File: config.mk
export PLATFORM = sky130hd
export DESIGN_NAME = mc_control_flat
export DESIGN_NICKNAME = d
export VERILOG_FILES = /design/src/rtl/mc_control_if.sv /design/src/rtl/mc_control.sv /design/src/flat_wrapper.sv
export SDC_FILE = /design/constraint.sdc
export NUM_CORES = 1
export LEC_CHECK = 0
export CORE_UTILIZATION = 38
export DETAILED_ROUTE_END_ITERATION = 12
export PLACE_DENSITY = 0.8
export SETUP_SLACK_MARGIN = 0.3
export SYNTH_ARGS = -nofsm -noshare
export SYNTH_HDL_FRONTEND = slang
export SYNTH_SLANG_ARGS = --single-unit
File: constraint.sdc
create_clock -name clk -period 1.9 [get_ports clk]
set_input_delay 0.475 -clock clk [delete_from_list [all_inputs] [get_ports clk]]
set_output_delay 0.475 -clock clk [all_outputs]
set_load 0.02 [all_outputs]
File: src/rtl/mc_control_if.sv
// Control bus between the multi-cycle MIPS controller and its datapath.
// master: controller side (consumes opcode/funct/zero/mem_ready, drives
//         every mux select, enable and the ALU operation code).
// slave : datapath side (mirror image of master).
// Ports : opcode[5:0], funct[5:0], zero, mem_ready (datapath -> control);
//         pc_en, iord, mem_write, ir_write, reg_dst, mem_to_reg, reg_write,
//         alu_src_a, alu_src_b[1:0], pc_src[1:0], alu_choose[2:0],
//         state[3:0] (control -> datapath).
interface mc_control_if;
    localparam int unsigned OP_W     = 6;
    localparam int unsigned SEL_W    = 2;
    localparam int unsigned CHOOSE_W = 3;
    localparam int unsigned STATE_W  = 4;

    logic [OP_W-1:0]     opcode;
    logic [OP_W-1:0]     funct;
    logic                zero;
    logic                mem_ready;

    logic                pc_en;
    logic                iord;
    logic                mem_write;
    logic                ir_write;
    logic                reg_dst;
    logic                mem_to_reg;
    logic                reg_write;
    logic                alu_src_a;
    logic [SEL_W-1:0]    alu_src_b;
    logic [SEL_W-1:0]    pc_src;
    logic [CHOOSE_W-1:0] alu_choose;
    logic [STATE_W-1:0]  state;

    modport master (
        input  opcode, funct, zero, mem_ready,
        output pc_en, iord, mem_write, ir_write, reg_dst, mem_to_reg,
               reg_write, alu_src_a, alu_src_b, pc_src, alu_choose, state
    );

    modport slave (
        output opcode, funct, zero, mem_ready,
        input  pc_en, iord, mem_write, ir_write, reg_dst, mem_to_reg,
               reg_write, alu_src_a, alu_src_b, pc_src, alu_choose, state
    );
endinterface

File: src/rtl/mc_control.sv
// Multi-cycle MIPS control unit: Moore FSM sequencing fetch / decode /
// execute / memory / writeback and driving all datapath selects, enables
// and the ALU operation code.
// Ports : clk, rst (synchronous, active high); bus (mc_control_if.master)
//         carrying opcode/funct/zero/mem_ready in and all controls out.
// MEM_WAIT_EN=1 makes FETCH/MEMREAD/MEMWRITE wait for mem_ready.
module mc_control #(
    parameter bit MEM_WAIT_EN = 1'b1
) (
    input  logic         clk,
    input  logic         rst,
    mc_control_if.master bus
);
    localparam int unsigned STATE_W  = 4;
    localparam int unsigned CHOOSE_W = 3;
    localparam int unsigned OP_W     = 6;

    typedef enum logic [STATE_W-1:0] {
        S_FETCH    = 4'd0,
        S_DECODE   = 4'd1,
        S_MEMADR   = 4'd2,
        S_MEMREAD  = 4'd3,
        S_MEMWB    = 4'd4,
        S_MEMWRITE = 4'd5,
        S_EXEC     = 4'd6,
        S_ALUWB    = 4'd7,
        S_BRANCH   = 4'd8,
        S_ADDIEXEC = 4'd9,
        S_ADDIWB   = 4'd10,
        S_JUMP     = 4'd11
    } state_t;

    localparam logic [OP_W-1:0] OP_LW    = 6'b100011;
    localparam logic [OP_W-1:0] OP_SW    = 6'b101011;
    localparam logic [OP_W-1:0] OP_RTYPE = 6'b000000;
    localparam logic [OP_W-1:0] OP_BEQ   = 6'b000100;
    localparam logic [OP_W-1:0] OP_ADDI  = 6'b001000;
    localparam logic [OP_W-1:0] OP_J     = 6'b000010;

    localparam logic [CHOOSE_W-1:0] ALU_ADD = 3'b010;
    localparam logic [CHOOSE_W-1:0] ALU_SUB = 3'b110;
    localparam logic [CHOOSE_W-1:0] ALU_AND = 3'b000;
    localparam logic [CHOOSE_W-1:0] ALU_OR  = 3'b001;
    localparam logic [CHOOSE_W-1:0] ALU_SLT = 3'b100;

    state_t state_q;
    state_t state_d;
    logic   ready;
    logic   pc_write;
    logic   branch;

    // With waiting disabled every memory access completes in one cycle.
    assign ready = MEM_WAIT_EN ? bus.mem_ready : 1'b1;

    // R-type funct to ALU operation; unknown functs fall back to add.
    function automatic logic [CHOOSE_W-1:0] funct_to_choose(input logic [OP_W-1:0] f);
        case (f)
            6'b100000: funct_to_choose = ALU_ADD;
            6'b100010: funct_to_choose = ALU_SUB;
            6'b100100: funct_to_choose = ALU_AND;
            6'b100101: funct_to_choose = ALU_OR;
            6'b101010: funct_to_choose = ALU_SLT;
            default:   funct_to_choose = ALU_ADD;
        endcase
    endfunction

    // State register; reset wins over any in-flight instruction.
    always_ff @(posedge clk) begin
        if (rst) state_q <= S_FETCH;
        else     state_q <= state_d;
    end

    // Next-state logic.
    always_comb begin
        state_d = S_FETCH;
        case (state_q)
            S_FETCH:    state_d = ready ? S_DECODE : S_FETCH;
            S_DECODE: begin
                case (bus.opcode)
                    OP_LW, OP_SW: state_d = S_MEMADR;
                    OP_RTYPE:     state_d = S_EXEC;
                    OP_BEQ:       state_d = S_BRANCH;
                    OP_ADDI:      state_d = S_ADDIEXEC;
                    OP_J:         state_d = S_JUMP;
                    default:      state_d = S_FETCH;
                endcase
            end
            S_MEMADR: begin
                if (bus.opcode == OP_LW)      state_d = S_MEMREAD;
                else if (bus.opcode == OP_SW) state_d = S_MEMWRITE;
                else                          state_d = S_FETCH;
            end
            S_MEMREAD:  state_d = ready ? S_MEMWB : S_MEMREAD;
            S_MEMWRITE: state_d = ready ? S_FETCH : S_MEMWRITE;
            S_EXEC:     state_d = S_ALUWB;
            S_ADDIEXEC: state_d = S_ADDIWB;
            default:    state_d = S_FETCH;
        endcase
    end

    // Moore output decode; everything is forced low while reset is held.
    always_comb begin
        pc_write       = 1'b0;
        branch         = 1'b0;
        bus.iord       = 1'b0;
        bus.mem_write  = 1'b0;
        bus.ir_write   = 1'b0;
        bus.reg_dst    = 1'b0;
        bus.mem_to_reg = 1'b0;
        bus.reg_write  = 1'b0;
        bus.alu_src_a  = 1'b0;
        bus.alu_src_b  = 2'b00;
        bus.pc_src     = 2'b00;
        bus.alu_choose = ALU_ADD;
        case (state_q)
            S_FETCH: begin
                bus.alu_src_b = 2'b01;
                bus.ir_write  = ready;
                pc_write      = ready;
            end
            S_DECODE:   bus.alu_src_b = 2'b11;
            S_MEMADR: begin
                bus.alu_src_a = 1'b1;
                bus.alu_src_b = 2'b10;
            end
            S_MEMREAD:  bus.iord = 1'b1;
            S_MEMWB: begin
                bus.mem_to_reg = 1'b1;
                bus.reg_write  = 1'b1;
            end
            S_MEMWRITE: begin
                bus.iord      = 1'b1;
                bus.mem_write = 1'b1;
            end
            S_EXEC: begin
                bus.alu_src_a  = 1'b1;
                bus.alu_choose = funct_to_choose(bus.funct);
            end
            S_ALUWB: begin
                bus.reg_dst   = 1'b1;
                bus.reg_write = 1'b1;
            end
            S_BRANCH: begin
                bus.alu_src_a  = 1'b1;
                bus.alu_choose = ALU_SUB;
                bus.pc_src     = 2'b01;
                branch         = 1'b1;
            end
            S_ADDIEXEC: begin
                bus.alu_src_a = 1'b1;
                bus.alu_src_b = 2'b10;
            end
            S_ADDIWB:   bus.reg_write = 1'b1;
            S_JUMP: begin
                bus.pc_src = 2'b10;
                pc_write   = 1'b1;
            end
            default: ;
        endcase
        if (rst) begin
            pc_write       = 1'b0;
            branch         = 1'b0;
            bus.iord       = 1'b0;
            bus.mem_write  = 1'b0;
            bus.ir_write   = 1'b0;
            bus.reg_dst    = 1'b0;
            bus.mem_to_reg = 1'b0;
            bus.reg_write  = 1'b0;
            bus.alu_src_a  = 1'b0;
            bus.alu_src_b  = 2'b00;
            bus.pc_src     = 2'b00;
            bus.alu_choose = 3'b000;
        end
    end

    assign bus.pc_en = pc_write | (branch & bus.zero);
    assign bus.state = state_q;
endmodule

File: src/flat_wrapper.sv
// flat-port wrapper written by rule: the top's interface ports become plain ports
module mc_control_flat 
#(
    parameter bit MEM_WAIT_EN = 1'b1
)
  (clk, rst, bus_opcode, bus_funct, bus_zero, bus_mem_ready, bus_pc_en, bus_iord, bus_mem_write, bus_ir_write, bus_reg_dst, bus_mem_to_reg, bus_reg_write, bus_alu_src_a, bus_alu_src_b, bus_pc_src, bus_alu_choose, bus_state);
  mc_control_if bus_i ();
  input  logic clk;
  input  logic rst;
  input wire logic [$bits(bus_i.opcode)-1:0] bus_opcode;
  input wire logic [$bits(bus_i.funct)-1:0] bus_funct;
  input wire logic [$bits(bus_i.zero)-1:0] bus_zero;
  input wire logic [$bits(bus_i.mem_ready)-1:0] bus_mem_ready;
  output wire logic [$bits(bus_i.pc_en)-1:0] bus_pc_en;
  output wire logic [$bits(bus_i.iord)-1:0] bus_iord;
  output wire logic [$bits(bus_i.mem_write)-1:0] bus_mem_write;
  output wire logic [$bits(bus_i.ir_write)-1:0] bus_ir_write;
  output wire logic [$bits(bus_i.reg_dst)-1:0] bus_reg_dst;
  output wire logic [$bits(bus_i.mem_to_reg)-1:0] bus_mem_to_reg;
  output wire logic [$bits(bus_i.reg_write)-1:0] bus_reg_write;
  output wire logic [$bits(bus_i.alu_src_a)-1:0] bus_alu_src_a;
  output wire logic [$bits(bus_i.alu_src_b)-1:0] bus_alu_src_b;
  output wire logic [$bits(bus_i.pc_src)-1:0] bus_pc_src;
  output wire logic [$bits(bus_i.alu_choose)-1:0] bus_alu_choose;
  output wire logic [$bits(bus_i.state)-1:0] bus_state;
  assign bus_i.opcode = bus_opcode;
  assign bus_i.funct = bus_funct;
  assign bus_i.zero = bus_zero;
  assign bus_i.mem_ready = bus_mem_ready;
  assign bus_pc_en = bus_i.pc_en;
  assign bus_iord = bus_i.iord;
  assign bus_mem_write = bus_i.mem_write;
  assign bus_ir_write = bus_i.ir_write;
  assign bus_reg_dst = bus_i.reg_dst;
  assign bus_mem_to_reg = bus_i.mem_to_reg;
  assign bus_reg_write = bus_i.reg_write;
  assign bus_alu_src_a = bus_i.alu_src_a;
  assign bus_alu_src_b = bus_i.alu_src_b;
  assign bus_pc_src = bus_i.pc_src;
  assign bus_alu_choose = bus_i.alu_choose;
  assign bus_state = bus_i.state;
  mc_control #(.MEM_WAIT_EN(MEM_WAIT_EN)) u_core (.clk(clk), .rst(rst), .bus(bus_i));
endmodule
==> metrics, run 1 <==
Main synth FF type=dfxtp_1; Clock Path Buffers=2; hold-fix buffer count after cts=0; post-DP HPWL=1.81 mm; main combinational cell family by area after synthesis=simple AND/OR/NAND/NOR gates; largest net degree at the start of global routing=16; # H-tree levels=1; Post-Synth XOR/XNOR Area=2.78%; sequential area share after synthesis=12.7%; Area contributors post-synth=dfxtp_1, nor3_1, nor2_1; async set-reset flop share out of synthesis=0%; Ports=35; die height=42.7 um; Ys Warns=0; Synth Area in Compound Gates=28.4%; Cells after Synth=87; cell taking the most area after synthesis=dfxtp_1; Post-Synth Adder-Cell Area=0%; Synth top area share=12.7%; last stage reached=5_1_grt; status=aborted with a tool error; worst_ep kind=top-level output; number of synthesized register bits=4; Post-Synth Simple-Gate Area=44.5%; Post-synth EDFFs=0; Buffers on Ports=34; Yosys cell types=41; gpl congestion=0.855; Post-Synthesis Cell Area=629 sq um; GRT worst endpoint=bus_reg_write; mux cell area share after synthesis=1.79%; Mapped Avg Cell Area=7.23 sq um; Rows=14; Initial Util=41.3%; Die Wd=42.7 um; tool error=[ERROR DPL-0038] Utilization greater than 100%, impossible to legalize; clock root buffer master=clkbuf_4; post-synth net total=103; Num CTS Buffers=3; TritonCTS Sinks=4
## cells by family after synthesis
| logic type | after synthesis |
|---|---|
| AO/OA/AOI/OAI | 25 |
| XOR/XNOR | 2 |
| buffers and inverters | 9 |
| flip-flops | 4 |
| multiplexers | 1 |
| AND/OR/NAND/NOR | 46 |
## through the flow
| stage | std cells | TNS [ns] | setup slack [ns] | area [sq um] | hold WS [ns] |
|---|---|---|---|---|---|
| floorplan | 87 | 0 | 0.0840 | 846 | 0.577 |
| detailed placement | 151 | -9.80 | -0.807 | 1260 | 0.696 |
| global placement | 151 | -9.23 | -0.772 | 1260 | 0.696 |
| CTS | 162 | 0 | 0.0204 | 1480 | 0.622 |
## synthesized netlist by cell type (3+ instances only)
library cell  count
nand2b_1          3
o21ai_0           5
nand2_1           5
dfxtp_1           4
nor4_1            4
nor2_1            7
nor2b_1           3
a31oi_1           4
nor3_1            7
a21oi_1           3
## what timing repair did
action                                  in CTS
pin swaps                                   15
setup buffers                                8
resized for setup                          158
endpoints found under the setup margin      22
==> inputs of run 2 (changes only) <==
--- a/config.mk
+++ b/config.mk
@@ -5,10 +5,10 @@
 export SDC_FILE = /design/constraint.sdc
 export NUM_CORES = 1
 export LEC_CHECK = 0
-export CORE_UTILIZATION = 38
+export CORE_AREA = 2 2 63 65
 export DETAILED_ROUTE_END_ITERATION = 12
-export PLACE_DENSITY = 0.8
-export SETUP_SLACK_MARGIN = 0.3
+export DIE_AREA = 0 0 65 67
+export PLACE_DENSITY_LB_ADDON = 0.15
 export SYNTH_ARGS = -nofsm -noshare
 export SYNTH_HDL_FRONTEND = slang
 export SYNTH_SLANG_ARGS = --single-unit
==> metrics, run 2 <==
status=complete, no violations; met2 usage=21.6%; clock root buffer master=clkbuf_8; fin crit period=1.87 ns; share of cells above drive strength 1=50.3%; number of synthesized register bits=4; Setup Total Neg Slack=0 ns; CTS tree=done; commonest non-fill, non-tap cell in the layout=buf_4; Critical Path Sink Type=primary output; P_int=0.300 mW; TritonCTS Sinks=4; Post-Synth XOR/XNOR Area=2.78%; Reg area=95.1 sq um; Sw Share=27.1%; Cells after Synth=87; fin crit share=98.4%; most frequent cells after synthesis=nor2_1, nor3_1, nand2_1, o21ai_0; Wirelength per Cell=12.4 um; drt initial violations=18; Slew Limit Fails=0; Main synth FF type=dfxtp_1; Post-synth EDFFs=0; Num CTS Buffers=3; Worst-Margin Slew=0.277 ns; pwr dens=309 nW/um^2; fmax=535 MHz; vias in the first global route=906; Vias=902; RR Startpoint=u_core.bus.state[3]$_SDFF_PP0_; via density per instance=4.53; required time of the worst setup path=1.42 ns; Post-Synthesis Cell Area=629 sq um; nets@finish=169; net load switching power=0.112 mW; reg2reg end=u_core.bus.state[2]$_SDFF_PP0_; RSZ-0062 raised after global routing=yes; Congestion Overflow GR=0; Worst Hold End=u_core.bus.state[2]$_SDFF_PP0_; Worst slew margin=81.5%; most frequent cells in the layout=buf_4, clkdlybuf4s50_1, nor3_1, buf_2, dlygate4sd2_1; post-route ant nets=0; gpl congestion=0.751; post-synth net total=103; global-route wire length before repair=4.27 mm; filler cell count in the final layout=397; Mapped Avg Cell Area=7.23 sq um; Hold Crit Start=u_core.bus.state[3]$_SDFF_PP0_; post-DP HPWL=1.95 mm; drt pass-1 iters=4; GRT Overall Usage=12.5%; hold-fix buffer count after cts=0; Post-DP Area=1220 sq um; Synth-to-Final Area Change=112%; Post-Synth Adder-Cell Area=0%; Multi-input gate area=581 sq um; flop2flop setup slack=0.48 ns; Clock Pin Slew Worst Setup and Hold Paths=0.03 ns; crit path kind=in -> out; Buffers on Ports=34; die area=4360 sq um; initial antenna violation count=0; Post-Synth Simple-Gate Area=44.5%; P_leak=0.547 nW; Final Util=36.9%; # H-tree levels=1; M3 GR Usage=3.04%; Worst-Skew Late Latency=0.22 ns; cell taking the most area after synthesis=dfxtp_1; Layout Cell Area excl Fill=1330 sq um; Clock Path Buffers=2; Flop pwr share=21.0%; die height=67 um; Synth top area share=12.7%; async set-reset flop share out of synthesis=0%; Die Wd=65 um; main combinational cell family by area after synthesis=simple AND/OR/NAND/NOR gates; Ys Warns=0; Synth Area in Compound Gates=28.4%; Hold Vio Cnt, Final=0; hold path cells=3; DRC viols=0; Max IR drop VDD=0.000262 V; GR Layer Usage met1=15.6%; grt peak-use layer=met2; total power=0.411 mW; Initial Util=17.5%; sequential area share after synthesis=12.7%; total wire length=2.47 mm; Worst EP arrival=1.39 ns; Yosys cell types=41; Ant. Diodes=0; Reg2Reg Depth=7; Ports=35; Worst Skew=0.00464 ns; MaxCap Viol Count=0; mux cell area share after synthesis=1.79%; largest net degree at the start of global routing=12; core area=3610 sq um; HP Class=reg -> reg; Clk pwr share=42.7%; Area contributors post-synth=dfxtp_1, nor3_1, nor2_1; Gate power share=36.3%; Rows=22; flip-flop count of the largest register after layout=4; setup violators final=0; Worst setup SP type=primary input; worst-path fanout max=2
-- run 2: cell counts after synthesis --
Identical to the previous run, type by type.
-- run 2: timing repair --
action	CTS	global route
setup buffers	1	3
hold endpoints to repair	0	0
pin swaps	7	3
gates resized for setup	97	13
setup endpoints to repair	18	11
cloned	0	0
-- run 2: area by class of cell --
cell class / instances / area share, %
Clock buffer: 3 / 3.10
Multi-Input combinational cell: 74 / 43.6
Inverter: 2 / 0.564
Tap cell: 48 / 4.51
Sequential cell: 4 / 7.14
Timing Repair Buffer: 68 / 41.1
-- run 2: worst max path at each step --
stage,from,to,slack [ns]
detailed placement,rst,bus_mem_to_reg,-0.71
finish,bus_funct[1],bus_alu_choose[0],0.03
global route,u_core.bus.state[1]$_SDFF_PP0_,bus_pc_en,-0.03
CTS,u_core.bus.state[1]$_SDFF_PP0_,bus_pc_en,-0.01
floorplan,u_core.bus.state[0]$_SDFF_PP0_,bus_pc_en,-0.11
global placement,rst,bus_alu_choose[0],-0.72
-- run 2: through the flow --
step | cells | setup WS [ns] | hold WS (ns)
3_3_place_gp | 192 | -0.720 | 0.781
5_1_grt | 199 | -0.0313 | 0.769
3_5_place_dp | 192 | -0.710 | 0.769
6_report | 199 | 0.0313 | 0.730
2_1_floorplan | 87 | -0.105 | 0.635
4_1_cts | 196 | -0.0124 | 0.670
-- run 2: routing by layer --
metal  share of wire (%)  wire (um)  up-vias
li1                    -          -      461
met2                  49       1210       26
met4                0.41         10        0
met5                   0          0        -
met1                  45       1100      412
met3                 5.9        145        3
-- run 2: kinds of logic (layout without fill, tap and decap cells) --
family	Yosys count	in the layout
compound gates	25	25
xor+xnor	2	2
buf+inv	9	73
flops	4	4
mux	1	1
simple gates	46	46
-- run 2: critical path: stages --
cell and delay (ns):
dlygate4sd2_1 0.24, nand2b_4 0.14, nor4b_2 0.21, and3_1 0.19, buf_4 0.14
-- run 2: power by group through the flow --
stage | registers (mW) | logic, mW | clock network, mW
floorplan | 0.0925 | 0.0521 | 0
global placement | 0.0930 | 0.141 | 0
detailed placement | 0.0927 | 0.142 | 0
CTS | 0.0893 | 0.141 | 0.183
global route | 0.0869 | 0.162 | 0.190
finish | 0.0865 | 0.149 | 0.175
Note: power is estimated with default switching activity, not from simulation.
==> inputs of run 3 (changes only) <==
--- a/config.mk
+++ b/config.mk
@@ -9,6 +9,7 @@
 export DETAILED_ROUTE_END_ITERATION = 12
 export DIE_AREA = 0 0 65 67
 export PLACE_DENSITY_LB_ADDON = 0.15
+export REMOVE_ABC_BUFFERS = 1
 export SYNTH_ARGS = -nofsm -noshare
 export SYNTH_HDL_FRONTEND = slang
 export SYNTH_SLANG_ARGS = --single-unit
==> constraint.sdc (replaced) <==
create_clock -name clk -period 1.6 [get_ports clk]
set_input_delay 0.4 -clock clk [delete_from_list [all_inputs] [get_ports clk]]
set_output_delay 0.4 -clock clk [all_outputs]
set_load 0.02 [all_outputs]
==> metrics, run 3 (synthesis results as in run 2) <==
core area=3610 sq um; filler cell count in the final layout=361; P_leak=0.672 nW; Synth-to-Final Area Change=146%; setup violators final=15; RSZ-0062 raised after global routing=yes; Worst Skew=0.00130 ns; Reg area=95.1 sq um; Congestion Overflow GR=0; nets@finish=177; total wire length=2.69 mm; clock root buffer master=clkbuf_8; HP Class=reg -> reg; die height=67 um; Max IR drop VDD=0.000153 V; required time of the worst setup path=1.20 ns; crit path kind=reg -> out; fmax=557 MHz; Wirelength per Cell=13.0 um; largest net degree at the start of global routing=13; via density per instance=4.49; Num CTS Buffers=3; failing checks=setup timing; post-route ant nets=0; Detail Route met3 WL=86 um; Worst-Margin Slew=0.353 ns; flop2flop setup slack=0.09 ns; TritonCTS Sinks=4; commonest non-fill, non-tap cell in the layout=buf_4; Post-DP Area=1220 sq um; Clock Pin Slew Worst Setup and Hold Paths=0.03 ns; Worst-Skew Late Latency=0.22 ns; routed length on met2=1.40 mm; DRC viols=0; drt pass-1 iters=4; Clock Path Buffers=2; Ant. Diodes=0; Ports=35; pwr dens=335 nW/um^2; most frequent cells in the layout=buf_4, buf_6, dlygate4sd2_1, clkdlybuf4s50_1; Worst EP arrival=1.40 ns; Rows=22; Multi-input gate area=681 sq um; initial antenna violation count=0; Buffers on Ports=34; Layout Cell Area excl Fill=1550 sq um; met1 WL=1.20 mm; final worst slack=-0.196 ns; flip-flop count of the largest register after layout=4; Post-Layout Cell Count=207; Worst setup SP type=flip-flop; die area=4360 sq um; fin crit period=1.80 ns; # H-tree levels=1; Slew Limit Fails=0; number of instances in the placed design=195; share of cells above drive strength 1=62.9%; Critical Path Sink Type=primary output; Die Wd=65 um; global-route wire length before repair=4.30 mm; post-DP HPWL=1.94 mm; Hold Vio Cnt, Final=0; fin crit share=112%; vias in the first global route=937; MaxCap Viol Count=0; worst-path fanout max=4; max layer used=met3; gpl congestion=0.841; GRT Overall Usage=12.3%; Initial Util=17.5%; Worst slew margin=76.4%; status=finished, violations left; drt initial violations=9; CTS tree=done; Vias=929
[run 3: final timing paths]
| path | from | to | depth (start not counted) |
|---|---|---|---|
| setup / recovery | u_core.bus.state[2]$_SDFF_PP0_ | bus_reg_write | 5 |
| hold / removal | u_core.bus.state[2]$_SDFF_PP0_ | u_core.bus.state[3]$_SDFF_PP0_ | 2 |
| setup reg to reg | u_core.bus.state[1]$_SDFF_PP0_ | u_core.bus.state[0]$_SDFF_PP0_ | 7 |
| hold reg to reg | u_core.bus.state[2]$_SDFF_PP0_ | u_core.bus.state[3]$_SDFF_PP0_ | 2 |
[run 3: what timing repair did]
action                                  4_1_cts  5_1_grt
gates resized for setup                     134       42
pin swaps                                    11       14
endpoints found under the setup margin       19       19
buffers inserted                              3        6
hold buffers                                  0        0
hold endpoints to repair                      0        0
cloned                                        0        0
[run 3: power by group]
| part | switching, mW | internal [mW] | total, mW |
|---|---|---|---|
| sequential | 0.00916 | 0.0975 | 0.107 |
| clock | 0.0533 | 0.161 | 0.214 |
| combinational | 0.0889 | 0.108 | 0.197 |
[run 3: metal layers]
metal	global-route usage [%]	vias to the layer above
met5	0	-
met4	3.19	0
met3	0.845	0
met2	21.6	17
met1	16.2	432
li1	-	480
[run 3: layout make-up]
type                    count  share of cell area, %
clock buffers               3                   2.67
inverters                   2                  0.647
flip-flops and latches      4                   6.14
well taps                  48                   3.88
repair buffers             76                   42.7
multi-input cells          74                   44.0
[run 3: critical path: stages (launching register included)]
cell      delay, ns
dfxtp_4        0.35
nand2b_4       0.17
mux2_2         0.27
o22a_1         0.15
nor2_1         0.09
buf_4          0.15
[run 3: through the flow]
step / util [%] / power [mW] / setup slack [ns] / TNS (ns) / hold WS [ns]
final: 42.9 / 0.518 / -0.196 / -1.64 / 0.603
after global routing: 42.9 / 0.542 / -0.271 / -2.46 / 0.628
after CTS: 38.3 / 0.499 / -0.234 / -1.80 / 0.606
after detailed placement: 33.9 / 0.280 / -0.865 / -12.22 / 0.662
after global placement: 33.9 / 0.280 / -0.864 / -12.31 / 0.691
after floorplan: - / 0.162 / -0.594 / -4.08 / 0.476
